[src/rtl/ifetch_unit.sv]
// rtl/ifetch_unit.sv - instruction fetch unit with redirect, hold and flush handling
// Single outstanding request; redirects never disturb an un-acked address.
module ifetch_unit #(
  parameter logic [31:2] RESET_PC = 30'h0C00
) (
  input  logic        clk,
  input  logic        rst,
  input  logic [31:2] npc_in,
  input  logic        redirect,
  output logic        imem_req,
  output logic [31:2] imem_addr,
  input  logic        imem_ack,
  input  logic [31:0] imem_rdata,
  output logic        inst_valid,
  input  logic        inst_ready,
  output logic [31:0] inst,
  output logic [31:2] inst_pc,
  output logic [31:2] four_pc
);

  typedef enum logic [1:0] {
    IDLE  = 2'd0,
    FETCH = 2'd1,
    HOLD  = 2'd2,
    FLUSH = 2'd3
  } state_e;

  state_e      state_q, state_d;
  logic [31:2] pc_q, pc_d;
  logic [31:2] target_q, target_d;
  logic [31:0] inst_q, inst_d;
  logic [31:2] inst_pc_q, inst_pc_d;
  logic [31:2] four_pc_q, four_pc_d;

  always_ff @(posedge clk) begin
    if (rst) begin
      state_q   <= IDLE;
      pc_q      <= RESET_PC;
      target_q  <= '0;
      inst_q    <= '0;
      inst_pc_q <= '0;
      four_pc_q <= '0;
    end else begin
      state_q   <= state_d;
      pc_q      <= pc_d;
      target_q  <= target_d;
      inst_q    <= inst_d;
      inst_pc_q <= inst_pc_d;
      four_pc_q <= four_pc_d;
    end
  end

  always_comb begin
    state_d   = state_q;
    pc_d      = pc_q;
    target_d  = target_q;
    inst_d    = inst_q;
    inst_pc_d = inst_pc_q;
    four_pc_d = four_pc_q;

    case (state_q)
      IDLE: begin
        state_d = FETCH;
        if (redirect) pc_d = npc_in;
      end

      FETCH: begin
        if (imem_ack) begin
          if (redirect) begin
            pc_d = npc_in;
          end else begin
            inst_d    = imem_rdata;
            inst_pc_d = pc_q;
            four_pc_d = pc_q + 30'd1;
            pc_d      = pc_q + 30'd1;
            state_d   = HOLD;
          end
        end else if (redirect) begin
          // Request stays on the bus; remember where to go once it retires.
          target_d = npc_in;
          state_d  = FLUSH;
        end
      end

      HOLD: begin
        if (redirect) begin
          pc_d    = npc_in;
          state_d = FETCH;
        end else if (inst_ready) begin
          state_d = FETCH;
        end
      end

      FLUSH: begin
        if (redirect) target_d = npc_in;
        if (imem_ack) begin
          pc_d    = redirect ? npc_in : target_q;
          state_d = FETCH;
        end
      end

      default: state_d = IDLE;
    endcase
  end

  assign imem_req   = (state_q == FETCH) || (state_q == FLUSH);
  assign imem_addr  = pc_q;
  assign inst_valid = (state_q == HOLD);
  assign inst       = inst_q;
  assign inst_pc    = inst_pc_q;
  assign four_pc    = four_pc_q;

endmodule

[config.mk]
export PLATFORM = sky130hd
export DESIGN_NAME = ifetch_unit
export DESIGN_NICKNAME = d
export VERILOG_FILES = /design/src/rtl/ifetch_unit.sv
export SDC_FILE = /design/constraint.sdc
export NUM_CORES = 1
export LEC_CHECK = 0
export CAP_MARGIN = 5
export CORE_ASPECT_RATIO = 0.5
export CORE_MARGIN = 2
export CORE_UTILIZATION = 23
export CTS_CLUSTER_DIAMETER = 120
export DETAILED_ROUTE_END_ITERATION = 10
export GPL_TIMING_DRIVEN = 0
export SETUP_SLACK_MARGIN = 0.02
export SYNTH_ARGS = -nofsm -noshare
export SYNTH_HDL_FRONTEND = slang
export SYNTH_SLANG_ARGS = --single-unit
[constraint.sdc]
create_clock -name clk -period 2.2 [get_ports clk]
set_input_delay 0.44 -clock clk [delete_from_list [all_inputs] [get_ports clk]]
set_output_delay 0.44 -clock clk [all_outputs]
set_load 0.005 [all_outputs]
== After elaboration in Yosys (flattened, before gate mapping) ==
Index checks and enable logic that the tools add are counted.
Widths: inputs -> output; s select.

* Add/subtract/negate cells: 1
* Equality and inequality tests: 10
* Muxes and demuxes: 15
* Reduce and logical (&&, ||, !) cells: 8
* Bitwise gates (word level): 1

{| class="wikitable"
|+ Operators by type and width
! cell !! count
|-
| $mux 30 || 6
|-
| $pmux 30 s3 || 1
|-
| $pmux 30 s2 || 1
|-
| $add 30x1->30 const B || 1
|-
| $mux 2 || 6
|-
| $pmux 2 s4 || 1
|-
| $ne 2x2->1 const B || 3
|-
| $ne 3x3->1 const B || 2
|-
| $reduce_and 3->1 || 2
|-
| $eq 2x2->1 const B || 2
|-
| $reduce_and 4->1 || 1
|-
| $ne 3x2->1 const B || 1
|-
| $eq 2x1->1 const B || 1
|-
| $logic_not 2->1 || 1
|-
| $ne 2x1->1 const B || 1
|-
| $reduce_and 2->1 || 1
|-
| $reduce_bool 2->1 || 1
|-
| $reduce_or 2->1 || 1
|-
| $logic_or 1x1->1 || 1
|-
| $not 1->1 || 1
|}

* Output and inout bits: 124
* Flip-flop bits (word level): 154
* Input bits: 67

== Depth between registers and ports, before layout ==
Gate-level depths: netlist (run 1).

* Word-level depth: 4
* Depth in mapped cells: 8

== Worst setup path after synthesis (run 1) ==
Ideal clock, no wire load.

* Path type: flip-flop to flip-flop
* From: register pc_q, in the netlist imem_addr[14]
* To: register pc_q, in the netlist imem_addr[31]
* Stages on the path, launching flop included: 6
* Arrival: 1716 ps
* Setup time: 103 ps
* Buffers on the path: 0
* Data required time: 2097 ps
* Setup slack: 381 ps
* Cell sequence: dfxtp_1 > nand4_2 > or3_4 > nor4_2 > xnor2_1 > a2111oi_2

* Word-level cells in the longest chain between the ends: 4

{| class="wikitable"
|+ RTL lines
! item !! RTL line !! RTL
|-
| from (decl) || 29 || <nowiki>logic [31:2] pc_q, pc_d;</nowiki>
|-
| from (signal assigned) || 45 || <nowiki>pc_q <= pc_d;</nowiki>
|-
| $add 30x1->30 || 75 || <nowiki>pc_d = pc_q + 30'd1;</nowiki>
|-
| $mux 30 || 69 || <nowiki>if (redirect) begin</nowiki>
|-
| $mux 30 || 68 || <nowiki>if (imem_ack) begin</nowiki>
|-
| $pmux 30 s3 || 61 || <nowiki>case (state_q)</nowiki>
|}

Every way passes these cells. The select of a mux whose other input is x is not followed.
A chain may end at the register's enable or synchronous reset.

== Worst setup path after layout (run 1) ==
* From: register pc_q, in the netlist imem_addr[4]
* To: register pc_q, in the netlist imem_addr[12]

Same word-level chain as after synthesis.

==> qor.csv, run 1 <==
stage;metric;value;unit
yosys;leading area contributor after synthesis;dfxtp_1;
yosys;most frequent cell after synthesis;nand2_1;
power;Pwr Density;743.9;nW/um2
cts;Clock Pin Slew Worst Setup and Hold Paths;0.07;ns
worst_setup_path;CP Max Fanout;8;
cts;hold buffers post-CTS;0;
floorplanning;site row count;45;
routing;DR pass1 iterations;4;
routing;starting DRC count in detailed routing;549;
place;Placed Instances;1476;
cts;H-tree depth;4;
timing;max_slew headroom;0.4165;
outcome;outcome;finished clean;
timing;FMAX;471.2;MHz
timing;Slew @ Worst Pin;0.8753;ns
worst_setup_path;crit-path leading delay family;simple AND/OR/NAND/NOR gates;
timing;crit path time final;2.122;ns
yosys;Seq/Total Area, Yosys;0.4419;
final_layout;fin nets;1163;
global_route;Tot GR Track Use;0.1707;
global_route;vias in the first global route;6994;
worst_setup_path;Crit-path slowest cell;or4_1;
place;worst slack at placement;-0.6867;ns
yosys;Synth Register Bits;154;
worst_setup_path;Worst path depth;7;
yosys;Post-synth EDFFs;0;
flow_run;total of max-cap violations;0;
cts;worst skew pair latency;0.43;ns
global_route;initial antenna violation count;1;
timing;Hold Fails Final Rpt;0;
timing;Clock Skew;0.01071;ns
yosys;Syn Inst Count;888;
floorplanning;DIE AREA;31830;um2
cts;Clock Tree Buf Depth;2;
worst_setup_path;worst path cell trace;buf_2, and4_1, clkbuf_4, nand2_2, or4_1, o311ai_1, a221o_1;
worst_setup_path;Arr. time, crit path;2.50;ns
worst_setup_path;required time of the worst setup path;2.57;ns
worst_setup_path;r2r setup slk;0.08;ns
place;port buffer count;189;
timing;pins over their slew limit;0;
cts;root buf cell;clkbuf_16;
floorplanning;Boundary Pins;191;
worst_setup_path;CP Buf/Inv Count;2;
worst_setup_path;CP Launch Type;flop;
routing;Routed WL;28000;um
global_route;largest net degree at the start of global routing;17;
final_layout;Area Growth Syn to Fin;44.73;%
floorplanning;Die W;250.3;um
yosys;Netlist cell types;53;
worst_setup_path;Slowest Stage Delay on Critical Path;0.60;ns
global_route;global-route wire length before repair;41660;um
worst_setup_path;launching point of the worst reg2reg path;imem_addr[4];
worst_setup_path;Setup crit end kind;flop;
power;worst vdd ir;0.5657;mV
timing;RSZ-0062 raised after global routing;yes;
worst_setup_path;cells on worst reg2reg path;7;
yosys;Net Count, Synth;957;
worst_setup_path;Crit Path Class;flop to flop;
place;post-DP HPWL;21230;um
cts;CTS Buf Count;17;
yosys;yosys warns;0;
yosys;ranking of synthesized cells by area;dfxtp_1, nand2_1, a21oi_1, nor2_1, a211oi_1;
yosys;most frequent cells after synthesis;nand2_1, dfxtp_1, a21oi_1, nor2_1, clkbuf_1;
timing;Final Setup Violations;0;
yosys;asr flop ratio synth;0;
yosys;syn avg cell area;7.857;um2
worst_setup_path;Worst setup startpoint;imem_addr[4];
power;leak pwr;3.438;nW
routing;Final ANT Viol Nets;0;
routing;drt wl/cell;18.58;um
floorplanning;Initial Util;0.2320;
worst_setup_path;Critical Path End;imem_addr[12];
cts;Sink Count;154;
final_layout;layout cells sized above 1;0.1075;
timing;Tcrit/Tclk final;0.9647;
cts;CTS tree;built;
global_route;GRT overflow;0;
routing;vias;7388;
yosys;Cell Area, Synth;6977;um2
worst_setup_path;Reg2Reg Capture Point;imem_addr[12];
place;GP Congestion;0.9187;
floorplanning;Die Y;127.2;um
routing;Vias/cell;4.902;
yosys;Top FF cell, synth;dfxtp_1;
hold_path;HP Class;primary input to flop;
floorplanning;core region area;30070;um2
routing;DRC;0;
timing;Final WS setup;0.07772;ns
yosys;Synth top area share;0.4419;
final_layout;Finished Layout Cells;1507;
-- metrics by stage --
step / area (um2) / setup TNS [ns] / hold WS, ns / power, mW / utilization
after global placement: 9368 / -70.49 / 0.4388 / 4.397 / 0.3116
final: 10100 / 0 / 0.3020 / 7.511 / 0.3358
after CTS: 10020 / 0 / 0.2768 / 7.545 / 0.3334
after detailed placement: 9368 / -67.91 / 0.4417 / 4.416 / 0.3116
after global routing: 10090 / -0.02308 / 0.2992 / 7.781 / 0.3357
after floorplan: 6977 / 0 / 0.4312 / 3.707 / -
-- layer usage --
layer	track usage	routed length, um
met5	0	0
met4	0.08595	1164
met3	0.03015	1506
met2	0.2891	13340
met1	0.2109	11980
-- worst reg2reg max path: stages, from the launching register on --
cell      delay, ns
dfxtp_1        0.34
buf_2          0.21
and4_1         0.20
clkbuf_4       0.17
nand2_2        0.14
or4_1          0.60
o311ai_1       0.18
a221o_1        0.22
-- logic make-up after synthesis --
kind of cell,after synthesis,synth area share
multiplexers,18,0.02834
flip-flops,154,0.4419
buffers and inverters,81,0.05326
adder cells (fa/ha/maj),2,0.003586
XOR/XNOR,28,0.03515
AND/OR/NAND/NOR,366,0.2328
AO/OA/AOI/OAI,239,0.2050
-- worst min-delay path by stage --
stage | from | to | slack [ns] | cells past startpoint
6_report | rst | imem_addr[31] | 0.30 | 2
5_1_grt | rst | imem_addr[31] | 0.30 | 2
4_1_cts | rst | imem_addr[31] | 0.28 | 2
3_5_place_dp | target_q[6] | target_q[6] | 0.44 | 2
3_3_place_gp | target_q[6] | target_q[6] | 0.44 | 2
2_1_floorplan | target_q[4] | target_q[4] | 0.43 | 2
-- registers in the layout (all words and copies together), names as in the netlist --
| signal | count |
|---|---|
| four_pc | 30 |
| imem_addr | 30 |
| inst | 32 |
| inst_pc | 30 |
| state_q | 2 |
| target_q | 30 |
-- cells in the final DEF (no fill, tap or decap), types with 5 or more instances in the layout --
cell type and instances:
clkbuf_2 13, nand2b_1 9, xor2_1 5, a211oi_1 30
nand2_1 202, o21ai_0 23, nor4_2 5, buf_2 9
nor2_1 84, buf_4 5, nor3_1 14, dfxtp_1 143
clkdlybuf4s50_1 189, clkbuf_16 17, xnor2_1 20, o22ai_1 32
nand3_1 15, a21oi_1 129, dfxtp_2 10, a211o_1 11
clkbuf_1 41, mux2_2 14, nand4_1 5
-- where the power goes --
group | switching (mW) | internal [mW] | leakage [nW] | total, mW
combinational | 0.637 | 0.605 | 1.88 | 1.24
clock | 1.28 | 1.84 | 0.295 | 3.12
sequential | 0.199 | 2.95 | 1.26 | 3.15
-- timing repair --
item / in CTS / in global routing
buffers inserted: 1 / 1
hold endpoints to repair: 0 / 0
pin swaps: 0 / 1
setup endpoints to repair: 121 / 42
gates resized for setup: 26 / 24
-- layout make-up --
| cell class | instances | area, um2 |
|---|---|---|
| diodes | 1 | 2.502 |
| repair buffers | 191 | 1907 |
| inverters | 4 | 15.01 |
| clock inverters | 12 | 163.9 |
| well taps | 399 | 499.2 |
| plain buffers | 73 | 376.6 |
| fillers | 3113 | 19970 |
| flip-flops and latches | 154 | 3099 |
| multi-input cells | 653 | 3587 |
| clock buffers | 20 | 446.7 |
Power figures use the tool's default switching activity.
==> run 2: changes to the inputs <==
--- a/config.mk
+++ b/config.mk
@@ -9,9 +9,12 @@
 export CORE_ASPECT_RATIO = 0.5
 export CORE_MARGIN = 2
 export CORE_UTILIZATION = 23
+export CTS_BUF_LIST = sky130_fd_sc_hd__clkbuf_8
 export CTS_CLUSTER_DIAMETER = 120
+export CTS_CLUSTER_SIZE = 16
 export DETAILED_ROUTE_END_ITERATION = 10
 export GPL_TIMING_DRIVEN = 0
+export PLACE_DENSITY_LB_ADDON = 0.25
 export SETUP_SLACK_MARGIN = 0.02
 export SYNTH_ARGS = -nofsm -noshare
 export SYNTH_HDL_FRONTEND = slang
==> run 2 against run 1 <==
Sequential share of layout area is 0.55 points higher. Routed wire length rose by 1.4%. Flip-flop and latch count unchanged. Core utilization down 0.54 points. First-iteration DRC count is 1.8% lower. Clock power fell by 20%. Final area shrank 1.6%. Die area did not move. Final cell count down 0.13%. Register-to-register slack improved by 0.05 ns. Global-route usage rose by 0.37 points. Largest cell class unchanged. Highest routed layer unchanged.
==> qor.csv, run 2 (synthesized netlist as in run 1, its figures left out) <==
stage;metric;value;unit
cts;Clock Tree Buf Depth;2;
worst_setup_path;r2r setup slk;0.13;ns
power;total power draw;6.898;mW
worst_setup_path;CP Launch Type;flop;
routing;drt wl/cell;18.87;um
floorplanning;Die W;250.3;um
timing;pins over their slew limit;0;
worst_setup_path;worst path cell trace;clkbuf_8, nor2b_4, clkdlybuf4s50_1;
global_route;vias in the first global route;6790;
final_layout;most frequent cells in the layout;nand2_1, clkdlybuf4s50_1, dfxtp_1;
final_layout;Area Growth Syn to Fin;42.41;%
final_layout;commonest non-fill, non-tap cell in the layout;nand2_1;
floorplanning;site row count;45;
worst_setup_path;Slowest Stage Delay on Critical Path;0.51;ns
global_route;global-route wire length before repair;41970;um
floorplanning;Die Y;127.2;um
final_layout;fin nets;1163;
worst_setup_path;Crit Path Class;flop to primary output;
timing;RSZ-0062 raised after global routing;yes;
worst_setup_path;Worst setup startpoint;state_q[0];
place;Area after DPL;9368;um2
place;GP Congestion;0.9115;
routing;DRC;0;
power;worst vdd ir;0.3452;mV
outcome;outcome;finished clean;
timing;Final Setup Violations;0;
worst_setup_path;Arr. time, crit path;1.69;ns
floorplanning;core region area;30070;um2
timing;Tcrit/Tclk final;0.9667;
cts;worst skew pair latency;0.47;ns
routing;vias;7216;
cts;Clock Pin Slew Worst Setup and Hold Paths;0.09;ns
floorplanning;DIE AREA;31830;um2
timing;crit path time final;2.127;ns
timing;Hold Fails Final Rpt;0;
final_layout;max FFs per register;32;
flow_run;total of max-cap violations;0;
cts;CTS tree;built;
timing;WHS;0.2533;ns
place;port buffer count;189;
timing;max_slew headroom;0.2732;
timing;FMAX;470.2;MHz
place;post-DP HPWL;21570;um
worst_setup_path;required time of the worst setup path;1.76;ns
timing;Slew @ Worst Pin;1.090;ns
worst_setup_path;CP Buf/Inv Count;2;
final_layout;antenna diode count;0;
routing;Routed WL;28390;um
routing;starting DRC count in detailed routing;539;
global_route;Tot GR Track Use;0.1744;
routing;Vias/cell;4.795;
hold_path;min-delay src;rst;
routing;DR pass1 iterations;5;
timing;Clock Skew;0.01227;ns
cts;hold buffers post-CTS;0;
final_layout;layout cells sized above 1;0.1094;
power;leak pwr;3.342;nW
worst_setup_path;launching point of the worst reg2reg path;imem_addr[16];
worst_setup_path;Crit-path slowest cell;clkdlybuf4s50_1;
global_route;initial antenna violation count;0;
cts;H-tree depth;4;
worst_setup_path;CP Max Fanout;10;
final_layout;Finished Cell Area;9936;um2
floorplanning;Boundary Pins;191;
cts;CTS Buf Count;17;
worst_setup_path;Setup crit end kind;primary output;
cts;root buf cell;clkbuf_8;
cts;Sink Count;154;
worst_setup_path;crit-path leading delay family;buffers and inverters;
routing;Final ANT Viol Nets;0;
floorplanning;Initial Util;0.2320;
timing;setup TNS;0;ns
hold_path;HP Class;primary input to flop;
power;Pwr Density;694.2;nW/um2
global_route;GRT overflow;0;
global_route;largest net degree at the start of global routing;17;
run 2: stage by stage:
step	setup slack, ns	util	std cells
global placement	-0.7479	0.3116	1476
global route	-0.001914	0.3305	1505
detailed placement	-0.7718	0.3116	1476
floorplan	0.3810	-	888
CTS	0.02981	0.3285	1504
finish	0.07326	0.3305	1505
run 2: worst reg2reg max path: stages (launching register included):
cell,delay (ns)
dfxtp_1,0.51
nand4_2,0.17
or3_4,0.44
nor4_2,0.29
xnor2_1,0.20
a2111oi_2,0.37
run 2: per-layer routing:
metal,vias up,global-route usage,share of wire
met2,246,0.2892,0.48
met5,-,0,0
li1,3477,-,-
met3,37,0.03382,0.060
met1,3456,0.2303,0.45
met4,0,0.05389,0.018
run 2: repair_timing:
action	CTS	global route
buffers inserted	1	1
pin swaps	0	2
resized for setup	28	27
endpoints found under the setup margin	116	44
run 2: layout make-up:
cell class	instances	area, um2
Sequential cell	154	3104
Inverter	4	15.01
Tap cell	399	499.2
Timing Repair Buffer	191	1907
Buffer	73	380.4
Clock buffer	19	261.5
Multi-Input combinational cell	653	3581
Fill cell	3188	20130
Clock inverter	12	187.7
run 2: path summary, 6_finish.rpt:
path | to | cells past startpoint
worst max-delay path | inst_valid | 3
worst min-delay path | imem_addr[31] | 2
worst max register to register | imem_addr[31] | 5
worst min register to register | target_q[6] | 2
run 2: report_power, final:
part / internal, mW / leakage (nW) / switching, mW
Clock: 1.31 / 0.213 / 1.20
Sequential: 2.95 / 1.26 / 0.193
Combinational: 0.607 / 1.87 / 0.644
